$ cat src/rtl/train_move_sequencer_if.sv
// Control/status bundle between user logic (master) and the train move sequencer (slave).
// With TRAIN_SEQ_PAUSE_EN defined the bundle also carries the pause request.
interface train_move_sequencer_if;
  logic        start;
  logic        stop;
  logic        dir;
  logic        len_sel;
  logic        loop;
`ifdef TRAIN_SEQ_PAUSE_EN
  logic        pause;
`endif
  logic        act_D;
  logic [15:0] addr16;
  logic [3:0]  pos;
  logic        busy;
  logic        done;

`ifdef TRAIN_SEQ_PAUSE_EN
  modport master (output start, stop, dir, len_sel, loop, pause,
                  input  act_D, addr16, pos, busy, done);
  modport slave  (input  start, stop, dir, len_sel, loop, pause,
                  output act_D, addr16, pos, busy, done);
`else
  modport master (output start, stop, dir, len_sel, loop,
                  input  act_D, addr16, pos, busy, done);
  modport slave  (input  start, stop, dir, len_sel, loop,
                  output act_D, addr16, pos, busy, done);
`endif
endinterface

$ cat src/rtl/train_move_sequencer.sv
// Steps a 2- or 4-wide droplet train across 10 electrodes, emitting nibble position codes.
// Optional TRAIN_SEQ_PAUSE_EN adds a pause input that freezes the dwell while holding the code.
module train_move_sequencer #(
  parameter int STEP_CYCLES = 4,
  parameter int CNT_W       = 16
) (
  input logic                   clock,
  input logic                   reset,
  train_move_sequencer_if.slave bus
);

  localparam logic [1:0]       IDLE    = 2'd0;
  localparam logic [1:0]       HOLD    = 2'd1;
  localparam logic [1:0]       DONE    = 2'd2;
  localparam logic [CNT_W-1:0] RELOAD  = CNT_W'(STEP_CYCLES - 1);
  localparam logic [CNT_W-1:0] CNT_ONE = CNT_W'(1);

  logic [1:0]       state_reg, state_next;
  logic [CNT_W-1:0] cnt_reg, cnt_next;
  logic [3:0]       pos_reg, pos_next;
  logic [15:0]      addr_reg, addr_next;
  logic             act_reg, act_next;
  logic             busy_reg, busy_next;
  logic             done_reg, done_next;
  logic             stop_reg, stop_next;
  logic             dir_reg, dir_next;
  logic             wide_reg, wide_next;
  logic             loop_reg, loop_next;

  logic             paused;
  logic             stop_seen;
  logic             at_end;
  logic             finish;
  logic [3:0]       first_pos;
  logic [3:0]       fwd_pos;
  logic [3:0]       rev_pos;

  // Unused nibbles of a 2-wide code are 4'hF, which the generator decodes as "no electrode".
  function automatic logic [15:0] code_of(input logic [3:0] k, input logic wide);
    if (wide)
      code_of = {k, k + 4'd1, k + 4'd2, k + 4'd3};
    else
      code_of = {k, k + 4'd1, 4'hF, 4'hF};
  endfunction

  function automatic logic [3:0] max_of(input logic wide);
    max_of = wide ? 4'd6 : 4'd8;
  endfunction

`ifdef TRAIN_SEQ_PAUSE_EN
  assign paused = bus.pause;
`else
  assign paused = 1'b0;
`endif

  always_comb begin
    state_next = state_reg;
    cnt_next   = cnt_reg;
    pos_next   = pos_reg;
    addr_next  = addr_reg;
    act_next   = act_reg;
    busy_next  = busy_reg;
    done_next  = 1'b0;
    stop_next  = stop_reg;
    dir_next   = dir_reg;
    wide_next  = wide_reg;
    loop_next  = loop_reg;
    finish     = 1'b0;
    stop_seen  = stop_reg | bus.stop;
    first_pos  = bus.dir ? max_of(bus.len_sel) : 4'd0;
    fwd_pos    = pos_reg + 4'd1;
    rev_pos    = pos_reg - 4'd1;
    at_end     = dir_reg ? (pos_reg == 4'd0) : (pos_reg == max_of(wide_reg));

    case (state_reg)
      IDLE: begin
        act_next  = 1'b0;
        addr_next = 16'h0000;
        busy_next = 1'b0;
        if (bus.start) begin
          dir_next   = bus.dir;
          wide_next  = bus.len_sel;
          loop_next  = bus.loop;
          pos_next   = first_pos;
          addr_next  = code_of(first_pos, bus.len_sel);
          act_next   = 1'b1;
          busy_next  = 1'b1;
          cnt_next   = RELOAD;
          stop_next  = bus.stop;
          state_next = HOLD;
        end
      end

      HOLD: begin
        // A stop seen while paused is remembered and honoured at the next boundary.
        stop_next = stop_seen;
        if (!paused) begin
          if (cnt_reg != '0) begin
            cnt_next = cnt_reg - CNT_ONE;
          end else if (stop_seen) begin
            finish = 1'b1;
          end else if (!at_end) begin
            pos_next  = dir_reg ? rev_pos : fwd_pos;
            addr_next = code_of(pos_next, wide_reg);
            cnt_next  = RELOAD;
          end else if (loop_reg) begin
            // Bounce: the end position is shown once, then step back the way we came.
            dir_next  = ~dir_reg;
            pos_next  = dir_reg ? fwd_pos : rev_pos;
            addr_next = code_of(pos_next, wide_reg);
            cnt_next  = RELOAD;
          end else begin
            finish = 1'b1;
          end
        end
        if (finish) begin
          state_next = DONE;
          act_next   = 1'b0;
          addr_next  = 16'h0000;
          done_next  = 1'b1;
          stop_next  = 1'b0;
        end
      end

      DONE: begin
        state_next = IDLE;
        act_next   = 1'b0;
        addr_next  = 16'h0000;
        busy_next  = 1'b0;
      end

      default: begin
        state_next = IDLE;
      end
    endcase
  end

  always_ff @(posedge clock) begin
    if (reset) begin
      state_reg <= IDLE;
      cnt_reg   <= '0;
      pos_reg   <= 4'd0;
      addr_reg  <= 16'h0000;
      act_reg   <= 1'b0;
      busy_reg  <= 1'b0;
      done_reg  <= 1'b0;
      stop_reg  <= 1'b0;
      dir_reg   <= 1'b0;
      wide_reg  <= 1'b0;
      loop_reg  <= 1'b0;
    end else begin
      state_reg <= state_next;
      cnt_reg   <= cnt_next;
      pos_reg   <= pos_next;
      addr_reg  <= addr_next;
      act_reg   <= act_next;
      busy_reg  <= busy_next;
      done_reg  <= done_next;
      stop_reg  <= stop_next;
      dir_reg   <= dir_next;
      wide_reg  <= wide_next;
      loop_reg  <= loop_next;
    end
  end

  assign bus.act_D  = act_reg;
  assign bus.addr16 = addr_reg;
  assign bus.pos    = pos_reg;
  assign bus.busy   = busy_reg;
  assign bus.done   = done_reg;

endmodule
$ cat src/flat_wrapper.sv
// flat-port wrapper written by rule: the top's interface ports become plain ports
module train_move_sequencer_flat 
#(
  parameter int STEP_CYCLES = 4,
  parameter int CNT_W       = 16
)
  (clock, reset, bus_start, bus_stop, bus_dir, bus_len_sel, bus_loop, bus_act_D, bus_addr16, bus_pos, bus_busy, bus_done);
  train_move_sequencer_if bus_i ();
  input logic clock;
  input logic reset;
  input wire logic [$bits(bus_i.start)-1:0] bus_start;
  input wire logic [$bits(bus_i.stop)-1:0] bus_stop;
  input wire logic [$bits(bus_i.dir)-1:0] bus_dir;
  input wire logic [$bits(bus_i.len_sel)-1:0] bus_len_sel;
  input wire logic [$bits(bus_i.loop)-1:0] bus_loop;
  output wire logic [$bits(bus_i.act_D)-1:0] bus_act_D;
  output wire logic [$bits(bus_i.addr16)-1:0] bus_addr16;
  output wire logic [$bits(bus_i.pos)-1:0] bus_pos;
  output wire logic [$bits(bus_i.busy)-1:0] bus_busy;
  output wire logic [$bits(bus_i.done)-1:0] bus_done;
  assign bus_i.start = bus_start;
  assign bus_i.stop = bus_stop;
  assign bus_i.dir = bus_dir;
  assign bus_i.len_sel = bus_len_sel;
  assign bus_i.loop = bus_loop;
  assign bus_act_D = bus_i.act_D;
  assign bus_addr16 = bus_i.addr16;
  assign bus_pos = bus_i.pos;
  assign bus_busy = bus_i.busy;
  assign bus_done = bus_i.done;
  train_move_sequencer #(.STEP_CYCLES(STEP_CYCLES), .CNT_W(CNT_W)) u_core (.clock(clock), .reset(reset), .bus(bus_i));
endmodule
$ cat config.mk
export PLATFORM = sky130hd
export DESIGN_NAME = train_move_sequencer_flat
export DESIGN_NICKNAME = d
export VERILOG_FILES = /design/src/rtl/train_move_sequencer_if.sv /design/src/rtl/train_move_sequencer.sv /design/src/flat_wrapper.sv
export SDC_FILE = /design/constraint.sdc
export NUM_CORES = 1
export LEC_CHECK = 0
export ABC_AREA = 1
export CORE_ASPECT_RATIO = 1.2
export CORE_MARGIN = 2
export CORE_UTILIZATION = 50
export CTS_BUF_LIST = sky130_fd_sc_hd__clkbuf_16
export CTS_CLUSTER_SIZE = 14
export DETAILED_ROUTE_END_ITERATION = 10
export PLACE_DENSITY = 0.78
export RECOVER_POWER = 25
export SYNTH_ARGS = -nofsm -noshare
export SYNTH_HDL_FRONTEND = slang
export SYNTH_SLANG_ARGS = --single-unit
$ cat constraint.sdc
create_clock -name clock -period 6 [get_ports clock]
set_input_delay 0.6 -clock clock [delete_from_list [all_inputs] [get_ports clock]]
set_output_delay 0.6 -clock clock [all_outputs]
set_load 0.02 [all_outputs]
Word level (Yosys, flattened, before mapping)
Cells that the tools add are included.

cells by class
  equality and inequality tests = 15
  $add $sub $neg = 12
  mux-type cells = 50
  reductions and logical operators = 15
  bitwise operators = 3

operators by type and width
  kind                     count
  $mux W16                 11
  $pmux W16 S3             1
  $mux W4                  10
  $pmux W16 S2             1
  $add A4 B2 Y4 const B    6
  $mux W8                  3
  $add A4 B1 Y4 const B    4
  $mux W1                  16
  $reduce_bool A16 Y1      1
  $sub A16 B1 Y16 const B  1
  $ne A3 B3 Y1 const B     3
  $ne A4 B3 Y1 const B     2
  $pmux W4 S2              1
  $reduce_and A2 Y1        4
  $reduce_and A4 Y1        2
  $ne A2 B1 Y1 const B     3
  $ne A2 B2 Y1 const B     3
  $pmux W1 S2              3
  $reduce_and A6 Y1        1
  $reduce_and A5 Y1        1
  $eq A4 B4 Y1             1
  $logic_not A4 Y1         1
  $mux W2                  2
  $pmux W2 S2              1
  other kinds (11)         13

storage, ports and cells
  word-level logic and storage cells = 106
  flip-flop bits (word level) = 45
  output and inout bits = 23
  bits of input ports = 7

Longest topological paths before layout
  depth in word-level cells = 10
  mapped depth = 16
  depth with buffers taken out = 15

Worst setup path after synthesis
No wires, ideal clock.

  path kind = register -> register
  from = register u_core.pos_reg[0], in the netlist u_core.bus.pos[0]
  to = register u_core.addr_reg[10], in the netlist u_core.bus.addr16[10]
  period minus slack after synthesis = 2.191 ns
  data arrival time = 2.066 ns
  library setup time = 0.126 ns
  slack = 3.809 ns
  data required time = 5.874 ns
  path buffers = 1
  stages on the path, launching flop included = 13
  path through = dfxtp_1 buf_6 inv_1 ha_1 or2_2 nand2_2 inv_1 nand3_1 nand2_1 ha_1 xor2_1 nand2_1 a21oi_1

between the ends
  cells in the longest elaborated chain, start to end = 9
  elaborated cells between the ends (all ways) = 23
  those cells by class = add/sub (4); eq/ne (4); mux (13); reduce/logical (2)

ends and longest elaborated chain
  what                                                   line                                                    source
  from (decl)                                            train_move_sequencer.sv:20                              logic [3:0] pos_reg, pos_next;
  from (signal assigned)                                 train_move_sequencer.sv:154                             pos_reg <= pos_next;
  $sub A4 B1 Y4 / $add A4 B1 Y4 (equally long branches)  train_move_sequencer.sv:72, train_move_sequencer.sv:71
  $mux W4                                                train_move_sequencer.sv:109                             pos_next = dir_reg ? fwd_pos : rev_pos;
  $add A4 B1 Y4                                          train_move_sequencer.sv:41, train_move_sequencer.sv:43
  $mux W16                                               train_move_sequencer.sv:106                             end else if (loop_reg) begin
  $mux W16                                               train_move_sequencer.sv:102                             end else if (!at_end) begin
  $mux W16                                               train_move_sequencer.sv:100                             end else if (stop_seen) begin
  $mux W16                                               train_move_sequencer.sv:98                              if (cnt_reg != '0) begin
  $mux W16                                               train_move_sequencer.sv:116                             if (finish) begin
  $pmux W16 S3                                           train_move_sequencer.sv:75                              case (state_reg)
  to (signal assigned)                                   train_move_sequencer.sv:155                             addr_reg <= addr_next;
  to (decl)                                              train_move_sequencer.sv:21                              logic [15:0] addr_reg, addr_next;

Several ways; a longest one is shown, not always the timed one. The select of a mux whose other input is x is not followed.
A chain may end at the register's enable or synchronous reset.

==> metrics.txt <==
outcome complete, no violations; HPWL after DPL 4980 um; Primary FF master, synth dfxtp_1; min cycle time layout 2.71 ns; Peak Freq 0.369 GHz; CP max stage cell dlygate4sd3_1; wire per inst 12.9 um; register area share after synthesis 30.9%; Die W 73.7 um; global-route wire length before repair 11600 um; Total GRT Usage 22.3%; period utilization 45.1%; final std cells w/o fill 529; Final Cell Area 3340 um^2; num ports 30; nets 481; Initial Utilization 51.8%; asr flop ratio synth 0%; CP Capture Type register; antenna viol nets, final 0; layout cells sized above 1 11.4%; setup bufs post-CTS 0; Mapped Avg Cell Area 6.57 um^2; Core Region 5630 um^2; Area growth, synth to finish 14.6%; LEAKAGE 1.48 nW; Fin Clk Skew 0.00617 ns; clock-pin slew on the worst setup and hold paths 0.07 ns; synthesized instance count 444; vias 2933; Worst Path Required 6.18 ns; PortBufs 29; Setup crit start kind input port; crit path max fanout 28; die area 6470 um^2; Cell variety after synth 38; critical path arrival 2.88 ns; Post-Route Setup TNS 0 ns; later-pin clock latency in the skew report 0.29 ns; total gr overflow 0; Seq cells post-synth 45; Clock Path Buffers 2; syn nets 461; Slew headroom 42.8%; worst hold path class register to register; pwr/cell area 374 nW/um^2; Placed Area 3190 um^2; largest net degree at the start of global routing 29; H-tree levels 2; post-CTS sizing 0; RSZ-0062 raised after global routing no; Final Power 0.00125 W; Hold Buf Count CTS 0; Max stage delay on crit path 1.09 ns; critical path cell sequence dlygate4sd3_1 -> clkinv_1 -> o21ai_0 -> a21oi_1; worst-margin pin slew 0.855 ns; MaxCap Viol Count 0; antenna violations before repair 0; Final GP Congestion 0.858; Buf+Inv Stages, Crit Path 2; DRT iter0 DRCs 125; # diodes 0; drt pass-1 iters 4; Worst Reg2Reg Path Length in Cells 11; Peak VDD IR 0.187 mV; Netlist Area Pre-Place 2920 um^2; post-DR vias/cell 5.54; vias in the first global route 2695; Final setup viols 0; Placed Cells incl. Taps 521; delay-heaviest family, CP buffers and inverters; Final Hold Fails 0; drt drc 0; CTS Sinks 45; CP Class input port to register; Hold Crit Depth 2; Num CTS Buffers 5; # rows 30; Max Slew Vio Count 0; Post-synth EDFFs 0; CTS tree built; die height 87.7 um; yosys synthesis warning count 0; clock root cell clkbuf_16; wirelength, routed 6800 um; Stages on worst setup path 4; WHS 0.490 ns
==> where the power goes <==
group	leakage [nW]	internal, W	switching [W]	total [W]
registers	0.369	0.000338	0.0000372	0.000375
logic	1.04	0.000210	0.000390	0.000600
clock network	0.0704	0.000156	0.000121	0.000277
==> layer usage <==
metal	vias to the layer above	GRT usage [%]	share of wire, %
met5	-	0	0
met4	0	7.60	1.9
met3	15	2.76	2.7
met2	58	41.2	53
met1	1366	26.2	42
li1	1494	-	-
==> cell type report <==
type,instances,area (um^2)
multi-input cells,340,1760
inverters,43,168
flip-flops and latches,45,901
repair buffers,29,290
fillers,536,2290
clock buffers,5,125
well taps,64,80.1
clock inverters,3,25.0
==> Yosys cell counts (2+ instances only) <==
master / count / share of area [%]
nand3_1: 38 / 6.5
dfxtp_1: 45 / 31
nand2_4: 4 / 1.5
or2_2: 6 / 1.3
o21ai_0: 27 / 4.6
nor4_1: 4 / 0.86
nand2_2: 12 / 2.6
nor2_1: 46 / 5.9
a21oi_1: 37 / 6.3
a21oi_2: 8 / 2.4
buf_6: 3 / 1.2
o21ai_1: 2 / 0.34
buf_2: 3 / 0.51
buf_4: 2 / 0.51
xor2_1: 5 / 1.5
xnor2_1: 4 / 1.2
nor3_1: 9 / 1.5
nand4_1: 6 / 1.3
inv_1: 36 / 4.6
ha_1: 10 / 4.3
clkbuf_1: 7 / 0.90
nand2_1: 108 / 14
inv_2: 4 / 0.51
nor2_2: 4 / 0.86
==> worst min-delay path: cells and delay by family (launching register included) <==
kind,cells,cell delay [ns]
flops,1,0.33
simple gates,1,0.08
compound gates,1,0.04
==> final timing paths <==
path	startpoint	end	slack [ns]
setup / recovery	reset	u_core.bus.addr16[1]$_SDFFE_PP0P_	3.29
hold reg to reg	u_core.bus.act_D$_SDFFE_PP0P_	u_core.bus.act_D$_SDFFE_PP0P_	0.49
setup reg to reg	u_core.bus.pos[0]$_SDFFE_PP0P_	u_core.bus.addr16[10]$_SDFFE_PP0P_	3.59
hold / removal	u_core.bus.act_D$_SDFFE_PP0P_	u_core.bus.act_D$_SDFFE_PP0P_	0.49
==> cell families after synthesis <==
| logic type | after synthesis | synth area share (%) |
|---|---|---|
| AOI/OAI and AO/OA | 81 | 15.9 |
| and+or+nand+nor | 240 | 37.3 |
| buffers and inverters | 59 | 8.96 |
| adders and majority gates | 10 | 4.29 |
| DFF | 45 | 30.9 |
| xor gates and xnor gates | 9 | 2.70 |
==> cells in the final DEF, fill, tap and decap left out, types with 2 or more instances in the layout <==
cell type and n:
nand2_1 108, nor2_1 46, dfxtp_1 45, nand3_1 38, a21oi_1 37, inv_1 36, o21ai_0 27, dlygate4sd3_1 17
nand2_2 12, clkdlybuf4s50_1 12, ha_1 10, nor3_1 9, a21oi_2 8, or2_2 6, nand4_1 6, xor2_1 5
clkbuf_16 5, nor2_2 4, inv_2 4, nand2_4 4, nor4_1 4, xnor2_1 4, clkinv_4 2, o21ai_1 2
==> metrics by stage <==
step	utilization, %	setup slack [ns]
2_1_floorplan	-	3.81
3_3_place_gp	56.7	3.11
3_5_place_dp	56.7	3.06
4_1_cts	59.4	3.36
5_1_grt	59.4	3.02
6_report	59.4	3.29
Power figures use the tool's default switching activity.
